<file path="src/rtl/led_pattern_sequencer_pkg.sv">
// Shared encodings for the LED pattern sequencer: control states, pattern modes, ping-pong direction.
// Latency: n/a (types and constants only); backpressure: n/a.
package led_pattern_sequencer_pkg;

    typedef enum logic [1:0] {
        ST_IDLE  = 2'd0,
        ST_RUN   = 2'd1,
        ST_PAUSE = 2'd2
    } state_t;

    localparam logic [1:0] MODE_ROL   = 2'b00;
    localparam logic [1:0] MODE_ROR   = 2'b01;
    localparam logic [1:0] MODE_BLINK = 2'b10;
    localparam logic [1:0] MODE_PING  = 2'b11;

    localparam logic DIR_LEFT  = 1'b0;
    localparam logic DIR_RIGHT = 1'b1;

endpackage

</file>
<file path="src/rtl/led_pattern_sequencer_sync.sv">
// Brings an asynchronous level into I_CLK and emits a one-cycle pulse on each synchronised rising edge.
// Latency: O_RISE is high SYNC_STAGES edges after the first edge that samples 1; no backpressure.
module sync_edge_detect #(
    parameter int SYNC_STAGES = 2
) (
    input  logic I_CLK,
    input  logic I_RST_N,
    input  logic I_D,
    output logic O_RISE
);

    logic [SYNC_STAGES-1:0] sync_q;
    logic                   prev_q;

    always_ff @(posedge I_CLK or negedge I_RST_N) begin
        if (!I_RST_N) begin
            sync_q <= '0;
            prev_q <= 1'b0;
        end else begin
            sync_q <= {sync_q[SYNC_STAGES-2:0], I_D};
            prev_q <= sync_q[SYNC_STAGES-1];
        end
    end

    assign O_RISE = sync_q[SYNC_STAGES-1] & ~prev_q;

endmodule

</file>
<file path="src/rtl/led_pattern_sequencer.sv">
// Advances a mode-selected LED pattern on each synchronised divider rising edge under run/pause/clear control.
// Latency: O_LED/O_STEP update SYNC_STAGES+1 edges after the divider edge is first sampled; no backpressure.
module led_pattern_sequencer
    import led_pattern_sequencer_pkg::*;
#(
    parameter int LED_W       = 8,
    parameter int SYNC_STAGES = 2
) (
    input  logic             I_CLK,
    input  logic             I_RST_N,
    input  logic             I_DIV_CLK,
    input  logic [1:0]       I_MODE,
    input  logic             I_START,
    input  logic             I_CLEAR,
    output logic [LED_W-1:0] O_LED,
    output logic             O_STEP,
    output logic             O_RUN
);

    state_t           state_q, state_nxt;
    logic [LED_W-1:0] led_q, led_nxt;
    logic [1:0]       mode_q, mode_nxt;
    logic             dir_q, dir_nxt;
    logic             step_q, step_nxt;
    logic             run_q;
    logic             step_raw;
    logic             ping_left;

    sync_edge_detect #(
        .SYNC_STAGES (SYNC_STAGES)
    ) u_sync (
        .I_CLK   (I_CLK),
        .I_RST_N (I_RST_N),
        .I_D     (I_DIV_CLK),
        .O_RISE  (step_raw)
    );

    function automatic logic [LED_W-1:0] seed(input logic [1:0] m);
        case (m)
            MODE_ROR:   seed = {1'b1, {(LED_W-1){1'b0}}};
            MODE_BLINK: seed = '1;
            default:    seed = {{(LED_W-1){1'b0}}, 1'b1};
        endcase
    endfunction

    always_comb begin
        state_nxt = state_q;
        led_nxt   = led_q;
        mode_nxt  = mode_q;
        dir_nxt   = dir_q;
        step_nxt  = 1'b0;
        // Bounce off whichever end is lit so an end LED is never skipped or repeated.
        ping_left = (dir_q == DIR_LEFT) ? ~led_q[LED_W-1] : led_q[0];

        if (I_CLEAR) begin
            state_nxt = ST_IDLE;
            led_nxt   = '0;
            dir_nxt   = DIR_LEFT;
        end else begin
            case (state_q)
                ST_IDLE: begin
                    led_nxt = '0;
                    if (I_START) begin
                        state_nxt = ST_RUN;
                        led_nxt   = seed(I_MODE);
                        mode_nxt  = I_MODE;
                        dir_nxt   = DIR_LEFT;
                    end
                end
                ST_RUN: begin
                    if (I_START) begin
                        state_nxt = ST_PAUSE;
                    end else if (step_raw) begin
                        step_nxt = 1'b1;
                        if (I_MODE != mode_q) begin
                            led_nxt  = seed(I_MODE);
                            mode_nxt = I_MODE;
                            dir_nxt  = DIR_LEFT;
                        end else begin
                            case (mode_q)
                                MODE_ROL:   led_nxt = {led_q[LED_W-2:0], led_q[LED_W-1]};
                                MODE_ROR:   led_nxt = {led_q[0], led_q[LED_W-1:1]};
                                MODE_BLINK: led_nxt = ~led_q;
                                default: begin
                                    led_nxt = ping_left ? (led_q << 1) : (led_q >> 1);
                                    dir_nxt = ping_left ? DIR_LEFT : DIR_RIGHT;
                                end
                            endcase
                        end
                    end
                end
                ST_PAUSE: begin
                    if (I_START) begin
                        state_nxt = ST_RUN;
                    end
                end
                default: begin
                    state_nxt = ST_IDLE;
                    led_nxt   = '0;
                end
            endcase
        end
    end

    always_ff @(posedge I_CLK or negedge I_RST_N) begin
        if (!I_RST_N) begin
            state_q <= ST_IDLE;
            led_q   <= '0;
            mode_q  <= MODE_ROL;
            dir_q   <= DIR_LEFT;
            step_q  <= 1'b0;
            run_q   <= 1'b0;
        end else begin
            state_q <= state_nxt;
            led_q   <= led_nxt;
            mode_q  <= mode_nxt;
            dir_q   <= dir_nxt;
            step_q  <= step_nxt;
            run_q   <= (state_nxt == ST_RUN);
        end
    end

    assign O_LED  = led_q;
    assign O_STEP = step_q;
    assign O_RUN  = run_q;

endmodule

</file>
<file path="config.mk">
export PLATFORM = sky130hd
export DESIGN_NAME = led_pattern_sequencer
export DESIGN_NICKNAME = d
export VERILOG_FILES = /design/src/rtl/led_pattern_sequencer_pkg.sv /design/src/rtl/led_pattern_sequencer_sync.sv /design/src/rtl/led_pattern_sequencer.sv
export SDC_FILE = /design/constraint.sdc
export NUM_CORES = 1
export LEC_CHECK = 0
export BUFFER_PORTS_ARGS = -buffer_cell sky130_fd_sc_hd__buf_4
export CAP_MARGIN = 25
export CORE_MARGIN = 3
export CORE_UTILIZATION = 61
export DETAILED_ROUTE_END_ITERATION = 10
export GPL_ROUTABILITY_DRIVEN = 0
export PLACE_DENSITY = 0.84
export SLEW_MARGIN = 20
export SYNTH_ARGS = -nofsm -noshare
export SYNTH_HDL_FRONTEND = slang
export SYNTH_SLANG_ARGS = --single-unit
</file>
<file path="constraint.sdc">
create_clock -name I_CLK -period 3.95 [get_ports I_CLK]
set_input_delay 0.5925 -clock I_CLK [delete_from_list [all_inputs] [get_ports I_CLK]]
set_output_delay 0.5925 -clock I_CLK [all_outputs]
set_load 0.05 [all_outputs]
</file>
==> impl_results.md <==
* DRT antenna net count at 0
* Critical path depth at 5
* Slew Limit Headroom at 51.7%
* Die width at 52.4 um
* DRT iter0 DRCs at 67
* Share of post-route cells with drive strength above 1 at 18.7%
* Main synth FF type: dfrtp_1
* Avg Inst Size Synth at 8.48 sq um
* Maxcap violations at 0
* Pin count of the biggest net entering global routing at 22
* Worst-path maximum fanout at 21
* Slew at the pin with the worst max-slew slack at 725 ps
* Crit path DAT at 2280 ps
* Crit end category: register
* Global route total overflow at 0
* Site Rows at 16
* CP endpoint: O_LED[6]$_DFFE_PN0P_
* Clock sinks at 18
* Final std cells w/o fill at 193
* Cells after Synth at 155
* Critical setup path kind: reg -> reg
* Final Total Pwr at 518 uW
* Diode count at 0
* Final HPWL DP at 2.34 mm
* Yosys top cell by area: dfrtp_1
* FF-to-FF path depth at 5
* Vias per cell at 6.37
* Routed vias at 1230
* Register Area at 450 sq um
* Cell Area, Synth at 0.00131 sq mm
* Register bit total from synthesis at 18
* HP Class: in -> async
* Synth cell types at 45
* Dpl cells at 190
* Largest delay share family, worst path: compound AO/OA/AOI/OAI gates
* Setup TNS at 0 ps
* Final hold violations at 0
* Crit-path slowest cell: dfrtp_1
* Max VDD drop at 0.265 mV
* Multi-input gate area at 781 sq um
* Post-route setup slack at 1840 ps
* Fin crit period at 2110 ps
* Startpoint type of the worst setup path: register
* Hold_buf cts at 0
* Clock Latency Late Sink at 300 ps
* Ys async rst share at 100%
* Fin crit share at 53.4%
* Area Overhead vs Synth at 9.14%
* Final setup fails at 0
* Post-CTS Setup Inserts at 0
* CP startpoint: mode_q[0]$_DFFE_PN0P_
* YS warnings at 0
* Layout Skew at 8.17 ps
* CP cell instances: nor2_1 -> o21a_2 -> o21a_1 -> o21bai_1 -> nor3_1
* Seq/Total Area, Yosys at 34.3%
* Unrepaired setup endpoints after global routing: false
* First-pass DRT Iterations at 4
* Pleak at 0.000619 uW
* Slowest cell delay on critical path at 820 ps
* Initial Utilization at 65.6%
* Root Buffer: clkbuf_4
* Worst R2R End: O_LED[6]$_DFFE_PN0P_
* Max-slew violations at 0
* Area contributors post-synth: dfrtp_1, nand2_1, a21oi_1, mux2i_1, o21ai_0
* IO Count at 17
* Die height at 52.4 um
* Nets@finish at 177
* H-tree depth at 1
* Post-synth top area share at 34.3%
* FMAX at 474 MHz
* Number of global-route vias before repair at 1169
* Worst R2R Start: mode_q[0]$_DFFE_PN0P_
* WL/cell at 16.6 um
* Worst Path Buf+Inv at 0
* Total GRT Usage at 26.9%
* Clock Path Buffers at 2
* Syn nets at 164
* Cell Pwr Density at 361 mW/mm^2
* Post-synth EDFFs at 0
* Worst Path Required at 4120 ps
* Pre-CTS setup slack at 1940 ps
* Fillers at 171
* Post-CTS Resized at 0
* Core region area at 0.00200 sq mm
* DIE AREA at 0.00275 sq mm
* Reg2reg setup slack at 1840 ps
* Total wire length at 3.21 mm
* Antenna violations before repair at 0
* Reg clk slew, reported paths at 100 ps
* IO Port Bufs at 16
* Inserted Clock Buffers at 3
* CTS tree: yes
* Status: complete, no violations
* DRC at 0
* First-pass GRT wire length at 5.55 mm
-- how the worst min path moves through the flow --
stage | end | slack, ps | cells after the start
after floorplan | O_LED[0]$_DFFE_PN0P_ | 300 | 0
after global placement | u_sync.sync_q[1]$_DFF_PN0_ | 350 | 0
after detailed placement | u_sync.sync_q[1]$_DFF_PN0_ | 340 | 0
after CTS | O_LED[7]$_DFFE_PN0P_ | 150 | 1
after global routing | O_LED[7]$_DFFE_PN0P_ | 150 | 1
final | state_q[1]$_DFF_PN0_ | 140 | 1
-- synthesized netlist by cell type (all sizes together) (2+ instances only) --
cell type and instances:
o21a 4, nand2b 5, a211oi 4, a21oi 13, inv 7, ha 2
and2 3, mux2i 6, dfrtp 18, o221ai 2, nor3 6, buf 7
nor2 16, o21ai 19, o22ai 3, a22o 2, nor2b 2, nand2 19
-- registers in the layout, indices dropped and copies added, names as in the netlist --
name / flops
state_q: 2
u_sync.sync_q: 2
O_LED: 8
mode_q: 2
O_RUN: 1
dir_q: 1
O_STEP: 1
u_sync.prev_q: 1
-- metrics by stage --
| stage | util [%] | hold WS (ps) | area, sq um |
|---|---|---|---|
| 2_1_floorplan | - | 297 | 1310 |
| 3_3_place_gp | 70.5 | 347 | 1410 |
| 3_5_place_dp | 70.5 | 336 | 1410 |
| 4_1_cts | 71.6 | 147 | 1430 |
| 5_1_grt | 71.6 | 151 | 1430 |
| 6_report | 71.6 | 138 | 1430 |
-- cell usage in the layout, fill, tap and decap left out, types with 2 or more instances in the layout --
cell	netlist	final
a211oi_1	3	3
a21oi_1	12	12
a22o_1	2	2
buf_4	2	16
clkbuf_4	0	3
dfrtp_1	18	18
ha_1	2	2
inv_1	7	7
mux2i_1	6	6
nand2_1	19	19
nand2b_1	4	4
nor2_1	16	16
nor2b_1	2	2
nor3_1	5	5
o21a_1	3	3
o21ai_0	12	12
o21ai_1	7	7
o221ai_1	2	2
o22ai_1	3	3
-- final cells by class --
class / count / share of cell area [%]
multi-input cells: 122 / 54.5
flip-flops and latches: 18 / 31.4
repair buffers: 16 / 8.38
well taps: 27 / 2.36
inverters: 7 / 1.83
clock buffers: 3 / 1.57
-- metal layers --
| layer | up-vias | wire (um) | global-route usage (%) | part of all wire, % |
|---|---|---|---|---|
| li1 | 579 | - | - | - |
| met1 | 576 | 1350 | 36.2 | 42 |
| met2 | 60 | 1510 | 41.3 | 47 |
| met3 | 15 | 236 | 3.42 | 7.3 |
| met4 | 0 | 123 | 15.3 | 3.8 |
| met5 | - | 0 | 0 | 0 |
-- report_power, final --
| part | leakage, uW | switching [uW] | internal, uW |
|---|---|---|---|
| logic | 0.000371 | 110 | 73.9 |
| clock network | 0.0000138 | 57.6 | 35.6 |
| registers | 0.000234 | 43.4 | 197 |
-- cell families (layout without fill, tap and decap cells) --
kind of cell	Yosys count	after routing	share of synthesized area, %
buffers and inverters	15	26	6.29
muxes	7	7	5.71
DFF	18	18	34.3
and+or+nand+nor	56	56	21.3
xor gates and xnor gates	1	1	2.10
AOI/OAI and AO/OA	56	56	28.4
adders and majority gates	2	2	1.90
No activity file was read; power rests on OpenSTA's default activity.
